[src/rtl/fx3_packet_reader.sv]
// fx3_packet_reader: initiator side of the FX3 GPIF packet handshake.
// Raises readData, consumes the fixed-length burst delivered while fx3isReading
// is high, counts good bursts, flags bad lengths and a silent responder.
// Optional data checking is built when the PATTERN_CHECK_EN macro is defined:
// the incoming words must form a continuous 16-bit incrementing sequence.
module fx3_packet_reader #(
    parameter int PACKET_WORDS   = 8192,
    parameter int TIMEOUT_CYCLES = 64,
    parameter int GAP_CYCLES     = 4
) (
    input  logic        inclk,
    input  logic        nReset,
    input  logic        enable,
    input  logic        fx3isReading,
    input  logic [15:0] dataIn,
    output logic        readData,
    output logic        busy,
    output logic        packetDone,
    output logic [15:0] packetCount,
    output logic        lengthError,
    output logic        timeoutError,
    output logic        patternError
);

    localparam logic [15:0] PKT_LEN  = 16'(PACKET_WORDS);
    localparam logic [15:0] TO_LAST  = 16'(TIMEOUT_CYCLES - 1);
    localparam logic [15:0] GAP_LAST = 16'(GAP_CYCLES - 1);

    typedef enum logic [1:0] {
        ST_IDLE    = 2'd0,
        ST_REQUEST = 2'd1,
        ST_RECEIVE = 2'd2,
        ST_GAP     = 2'd3
    } state_t;

    state_t      state_q, state_d;
    logic [15:0] word_cnt_q, word_cnt_d;
    logic [15:0] timer_q, timer_d;
    logic [15:0] gap_cnt_q, gap_cnt_d;
    logic        read_data_q, read_data_d;
    logic        busy_q, busy_d;
    logic        packet_done_q, packet_done_d;
    logic [15:0] packet_count_q, packet_count_d;
    logic        length_error_q, length_error_d;
    logic        timeout_error_q, timeout_error_d;
    logic        word_accept_s;

`ifdef PATTERN_CHECK_EN
    logic [15:0] expected_q, expected_d;
    logic        pattern_error_q, pattern_error_d;
`endif

    // Next-state and next-output logic for the handshake sequencer.
    always_comb begin
        state_d         = state_q;
        word_cnt_d      = word_cnt_q;
        timer_d         = timer_q;
        gap_cnt_d       = gap_cnt_q;
        read_data_d     = 1'b0;
        packet_done_d   = 1'b0;
        packet_count_d  = packet_count_q;
        length_error_d  = length_error_q;
        timeout_error_d = timeout_error_q;
        word_accept_s   = 1'b0;

        case (state_q)
            ST_IDLE: begin
                if (enable) begin
                    state_d     = ST_REQUEST;
                    read_data_d = 1'b1;
                    timer_d     = 16'd0;
                end else begin
                    state_d = ST_IDLE;
                end
            end
            ST_REQUEST: begin
                if (fx3isReading) begin
                    // The cycle that reveals the burst already carries word 1.
                    state_d       = ST_RECEIVE;
                    word_cnt_d    = 16'd1;
                    word_accept_s = 1'b1;
                end else if (timer_q == TO_LAST) begin
                    timeout_error_d = 1'b1;
                    state_d         = ST_GAP;
                    gap_cnt_d       = 16'd0;
                end else begin
                    read_data_d = 1'b1;
                    timer_d     = timer_q + 16'd1;
                end
            end
            ST_RECEIVE: begin
                if (fx3isReading) begin
                    word_accept_s = 1'b1;
                    if (word_cnt_q != 16'hFFFF) begin
                        word_cnt_d = word_cnt_q + 16'd1;
                    end else begin
                        word_cnt_d = word_cnt_q;
                    end
                end else begin
                    state_d       = ST_GAP;
                    gap_cnt_d     = 16'd0;
                    packet_done_d = 1'b1;
                    if (word_cnt_q == PKT_LEN) begin
                        packet_count_d = packet_count_q + 16'd1;
                    end else begin
                        length_error_d = 1'b1;
                    end
                end
            end
            ST_GAP: begin
                // Quiet period lets the sender clear its own word counter.
                if (gap_cnt_q == GAP_LAST) begin
                    if (enable) begin
                        state_d     = ST_REQUEST;
                        read_data_d = 1'b1;
                        timer_d     = 16'd0;
                    end else begin
                        state_d = ST_IDLE;
                    end
                end else begin
                    gap_cnt_d = gap_cnt_q + 16'd1;
                end
            end
            default: begin
                state_d = ST_IDLE;
            end
        endcase

        busy_d = (state_d != ST_IDLE);
    end

`ifdef PATTERN_CHECK_EN
    // Expected-word tracker: one increment per accepted word, continuous across bursts.
    always_comb begin
        expected_d      = expected_q;
        pattern_error_d = pattern_error_q;
        if (word_accept_s) begin
            if (dataIn != expected_q) begin
                pattern_error_d = 1'b1;
            end else begin
                pattern_error_d = pattern_error_q;
            end
            expected_d = expected_q + 16'd1;
        end else begin
            expected_d = expected_q;
        end
    end

    // Pattern checker registers, cleared only by reset.
    always_ff @(posedge inclk) begin
        if (!nReset) begin
            expected_q      <= 16'd0;
            pattern_error_q <= 1'b0;
        end else begin
            expected_q      <= expected_d;
            pattern_error_q <= pattern_error_d;
        end
    end

    assign patternError = pattern_error_q;
`else
    logic unused_data_s;
    assign unused_data_s = ^{dataIn, word_accept_s};
    assign patternError  = 1'b0;
`endif

    // Sequencer state, counters and registered outputs.
    always_ff @(posedge inclk) begin
        if (!nReset) begin
            state_q         <= ST_IDLE;
            word_cnt_q      <= 16'd0;
            timer_q         <= 16'd0;
            gap_cnt_q       <= 16'd0;
            read_data_q     <= 1'b0;
            busy_q          <= 1'b0;
            packet_done_q   <= 1'b0;
            packet_count_q  <= 16'd0;
            length_error_q  <= 1'b0;
            timeout_error_q <= 1'b0;
        end else begin
            state_q         <= state_d;
            word_cnt_q      <= word_cnt_d;
            timer_q         <= timer_d;
            gap_cnt_q       <= gap_cnt_d;
            read_data_q     <= read_data_d;
            busy_q          <= busy_d;
            packet_done_q   <= packet_done_d;
            packet_count_q  <= packet_count_d;
            length_error_q  <= length_error_d;
            timeout_error_q <= timeout_error_d;
        end
    end

    assign readData     = read_data_q;
    assign busy         = busy_q;
    assign packetDone   = packet_done_q;
    assign packetCount  = packet_count_q;
    assign lengthError  = length_error_q;
    assign timeoutError = timeout_error_q;

endmodule

[config.mk]
export PLATFORM = sky130hd
export DESIGN_NAME = fx3_packet_reader
export DESIGN_NICKNAME = d
export VERILOG_FILES = /design/src/rtl/fx3_packet_reader.sv
export SDC_FILE = /design/constraint.sdc
export NUM_CORES = 1
export LEC_CHECK = 0
export CAP_MARGIN = 10
export CORE_AREA = 3 3 90 92
export DETAILED_ROUTE_END_ITERATION = 10
export DIE_AREA = 0 0 93 95
export GPL_TIMING_DRIVEN = 0
export PLACE_DENSITY = 0.75
export SLEW_MARGIN = 20
export SYNTH_ARGS = -nofsm -noshare
export SYNTH_HDL_FRONTEND = slang
export SYNTH_SLANG_ARGS = --single-unit
export TNS_END_PERCENT = 10
[constraint.sdc]
create_clock -name inclk -period 1.8 [get_ports inclk]
set_input_delay 0.36 -clock inclk [delete_from_list [all_inputs] [get_ports inclk]]
set_output_delay 0.36 -clock inclk [all_outputs]
set_load 0.005 [all_outputs]
After elaboration in Yosys (flattened, before gate mapping)
Cells that the tools add are included.
{"block": "totals", "reg_bits": 71, "inputBits": 20, "out_inout_bits": 22, "elab_cells": 70}
{"block": "op_classes", "n_addsub": 4, "eq_ne": 16, "mux": 26, "n_bitwise": 2, "n_reduce_logical": 12}
{"cell": "$mux 16", "n": 11}
{"cell": "$pmux 16 s3", "n": 2}
{"cell": "$add 16x1->16 const B", "n": 4}
{"cell": "$pmux 16 s2", "n": 1}
{"cell": "$ne 2x2->1 const B", "n": 9}
{"cell": "$eq 16x14->1 const B", "n": 1}
{"cell": "$eq 16x2->1 const B", "n": 1}
{"cell": "$eq 16x6->1 const B", "n": 1}
{"cell": "$ne 16x16->1 const B", "n": 1}
{"cell": "$reduce_and 3->1", "n": 3}
{"cell": "$mux 2", "n": 4}
{"cell": "$pmux 2 s4", "n": 1}
{"cell": "$reduce_and 4->1", "n": 2}
{"cell": "$mux 1", "n": 6}
{"cell": "$reduce_bool 3->1", "n": 2}
{"cell": "$reduce_and 5->1", "n": 1}
{"cell": "$eq 2x2->1 const B", "n": 2}
{"cell": "$reduce_bool 2->1", "n": 2}
{"cell": "$pmux 1 s3", "n": 1}
{"cell": "$eq 2x1->1 const B", "n": 1}
{"cell": "$logic_not 2->1", "n": 1}
{"cell": "$not 1->1", "n": 2}
{"cell": "$reduce_and 2->1", "n": 1}

Depth between registers and ports, before layout
{"block": "logic_depth", "depth_word": 5, "ltp_mapped": 8, "mapped_depth_nobuf": 7}

Least setup slack after synthesis
OpenSTA, ideal clock, no wires.
{"block": "synth_path", "path_kind": "reg2reg", "start": "register word_cnt_q[0]", "end": "register word_cnt_q[8]", "setup_ps": 70, "arrival_ps": 1819, "required_ps": 1730, "path_slack_ps": -90, "path_stages_with_launch": 8, "path_buffers": 1, "period_less_slack_ps": 1890, "cell_sequence": "dfxtp_1 ha_1 and4_1 and4bb_1 buf_6 o21ba_4 or4_1 a21oi_1"}
{"block": "synth_between", "elab_chain_len": 4, "word_cells_on_any_way": 7, "cone_classes": "1 x add/sub; 2 x eq/ne; 3 x mux; 1 x reduce/logical"}
{"item": "start: declaration", "line": "37", "text": "logic [15:0] word_cnt_q, word_cnt_d;"}
{"item": "start signal: assignment", "line": "182", "text": "word_cnt_q <= word_cnt_d;"}
{"item": "$add 16x1->16", "line": "95", "text": "word_cnt_d = word_cnt_q + 16'd1;"}
{"item": "$mux 16", "line": "94", "text": "if (word_cnt_q != 16'hFFFF) begin"}
{"item": "$mux 16", "line": "92", "text": "if (fx3isReading) begin"}
{"item": "$pmux 16 s2", "line": "66", "text": "case (state_q)"}
Several ways; a longest one is shown, not always the timed one. The select of a mux whose other input is x is not followed.
A chain may end at the register's enable or synchronous reset.

Final worst setup path
{"block": "layout_path", "start": "register word_cnt_q[0]", "end": "register word_cnt_q[6]"}
Same word-level chain as after synthesis.

==> results.sh <==
export IMPL_finalSetupViolCount=16
export IMPL_vias=3577
export IMPL_yosysTopAreaCell="dfxtp_1"
export IMPL_drtPass1Iterations=4
export IMPL_drive_gt1_share_pct=23.9
export IMPL_drv_slew=0
export IMPL_violations="setup timing"
export IMPL_cts_tree="yes"
export IMPL_clkTransAtPathRegs_ns=0.08
export IMPL_outcome="finished, violations left"
export IMPL_dpl_cell_area_um2=4140
export IMPL_cts_buffers_inserted=9
export IMPL_synth_avg_cell_area_um2=8.43
export IMPL_synth_warning_count=0
export IMPL_core_area_um2=7290
export IMPL_start_util_pct=51.6
export IMPL_critPathMaxFanout=8
export IMPL_grt_overflow=0
export IMPL_cts_htree_levels=3
export IMPL_fillers=628
export IMPL_power_internal_mw=2.30
export IMPL_p_switching_uw=849
export IMPL_fmax_ghz=0.509
export IMPL_pwr_share_seq_pct=51.0
export IMPL_yosysTopAreaCellShare_pct=37.8
export IMPL_netSwitchingFraction_pct=27.0
export IMPL_clkPwrFrac_pct=37.9
export IMPL_crit_arrival_ns=2.25
export IMPL_ios=42
export IMPL_syn_inst=446
export IMPL_setup_worst_path_end_class="register"
export IMPL_power_leakage_nw=1.66
export IMPL_port_buffer_count=24
export IMPL_synth_edf_count=0
export IMPL_critical_path_class="register to register"
export IMPL_root_buffer="clkbuf_8"
export IMPL_place_gp_congestion=0.919
export IMPL_synth_main_ff_cell="dfxtp_1"
export IMPL_drv_cap=0
export IMPL_synthArstFlopShare_pct=0
export IMPL_fin_worst_skew_ns=0.0114
export IMPL_syn_to_final_growth_pct=23.7
export IMPL_relSlewSlack_pct=61.1
export IMPL_clockBufferDepth=2
export IMPL_antenna_found_initial=0
export IMPL_hp_class="register to register"
export IMPL_hpwl_mm=6.15
export IMPL_wl_mm=9.53
export IMPL_fin_crit_sh_pct=109
export IMPL_setup_ws_ns=-0.163
export IMPL_ant_nets=0
export IMPL_holdWs_ns=0.479
export IMPL_comb_power_share_pct=11.1
export IMPL_worstPathRequired_ns=2.09
export IMPL_clk_latency_ns=0.35
export IMPL_final_cell_mix="dfxtp_1 (61), nand2_1 (43), nand3_1 (25), nor2_1 (24), clkdlybuf4s50_1 (23)"
export IMPL_start_kind="register"
export IMPL_ctsHoldBuffers=0
export IMPL_die_w_um=93
export IMPL_num_rows=31
export IMPL_diodes=0
export IMPL_total_power_mw=3.15
export IMPL_cts_sinks=71
export IMPL_die_h_um=95
export IMPL_via_per_inst=6.08
export IMPL_die_area_um2=8840
export IMPL_syn_area_um2=3760
export IMPL_grt_pass1_vias=3387
export IMPL_ys_top_cells_by_area="dfxtp_1 (38%), nand2_1 (4.4%), nand3_1 (3.6%)"
export IMPL_tightestPinTransition_ns=0.578
export IMPL_syn_nets=471
export IMPL_synth_seq_cells=71
export IMPL_drc_errors=0
export IMPL_period_needed_ns=1.96
export IMPL_place_ws_ns=-0.680
export IMPL_dp_cells=569
export IMPL_seq_area_frac_synth_pct=37.8
export IMPL_synth_cell_type_count=64
export IMPL_finalNetCount=509
export IMPL_ir_drop_v=0.000481
export IMPL_final_common_cell="dfxtp_1"
export IMPL_grt_max_degree=13
export IMPL_final_cell_area_um2=4650
export IMPL_hold_viol=0
export IMPL_drt_iter0_markers=163
export IMPL_track_usage_pct=22.1
export IMPL_rsz0062_at_grt="yes"
export IMPL_wl_per_cell_um=16.2
export IMPL_final_cells=588
export IMPL_grt_pass1_wl_mm=15.7
export IMPL_fin_tns_setup_ns=-1.49
export IMPL_powerDensity_nw_per_um2=676
export IMPL_final_core_util_pct=63.8
power groups by stage:
stage               logic (mW)  clock network [mW]  registers, mW
floorplan                0.204                   0           1.64
detailed placement       0.298                   0           1.64
finish                   0.348                1.19           1.60
CTS                      0.327                1.21           1.61
global route             0.375                1.26           1.61
global placement         0.293                   0           1.64
worst paths after layout:
| path | from | to | slack (ns) | depth (start not counted) |
|---|---|---|---|---|
| hold / removal | timer_q[0] | timer_q[0] | 0.48 | 1 |
| setup reg to reg | word_cnt_q[0] | word_cnt_q[6] | -0.16 | 7 |
| hold reg to reg | timer_q[0] | timer_q[0] | 0.48 | 1 |
| setup / recovery | word_cnt_q[0] | word_cnt_q[6] | -0.16 | 7 |
sequential cells by signal, summed over array words and instances (netlist names):
name	count
gap_cnt_q	16
busy	1
lengthError	1
timeoutError	1
readData	1
packetDone	1
state_q	2
timer_q	16
word_cnt_q	16
packetCount	16
cell type report:
type                    count  area [um2]  share of cell area [%]
multi-input cells         338        2420                    51.9
well taps                  99         124                    2.66
clock inverters             5        32.5                   0.699
clock buffers              11         151                    3.25
inverters                  11        41.3                   0.888
plain buffers              22         153                    3.28
repair buffers             31         295                    6.35
flip-flops and latches     71        1440                    30.9
critical path, stage by stage, from the launching register on:
cell	delay (ns)
dfxtp_2	0.35
ha_4	0.16
and4_1	0.19
and4bb_1	0.21
buf_6	0.14
o21ba_4	0.22
or4_1	0.47
a21oi_1	0.15
timing repair:
item                                    CTS  global route
gates resized for setup                  45            38
setup buffers                             2             4
pin swaps                                 7             8
gates cloned                              1             0
endpoints found under the setup margin   64            66
synth_stat cells, types with 2 or more instances:
library cell	count
clkbuf_1	13
a21boi_0	5
dfxtp_1	71
xor2_1	8
o21a_1	6
and2_1	17
nand4_1	12
or3_1	4
nand2_1	44
buf_2	7
a21oi_1	20
inv_1	11
mux2i_1	5
nor2b_1	4
a41oi_1	4
nor2_1	30
nand3_1	27
o21ai_0	12
buf_1	2
nor4b_1	4
xnor2_1	6
o311a_1	2
a21bo_2	3
and4_1	9
and3_1	7
nor3b_1	3
o31ai_1	7
a31oi_1	12
a211o_1	3
nor4_1	10
nand2b_1	7
ha_1	5
o221a_2	11
a31o_2	5
buf_6	2
nor3_1	17
or4_1	4
routing by layer:
metal  vias to the layer above  part of all wire (%)  track usage [%]  routed length [um]
met5                         -                     0                0                   0
met4                         0                   1.9             10.0                 179
met3                        13                   4.2             3.27                 400
met2                       102                    48             36.4                4600
met1                      1725                    46             28.6                4350
li1                       1737                     -                -                   -
cell families after synthesis:
logic type      Yosys count  synth area share [%]
simple gates            208                  30.1
compound gates          105                  21.2
flops                    71                  37.8
buf+inv                  37                  4.46
xor+xnor                 14                  3.26
fa+ha+maj                 5                  1.66
mux                       5                  1.33
other cells               1                0.0997
Power figures use the tool's default switching activity.
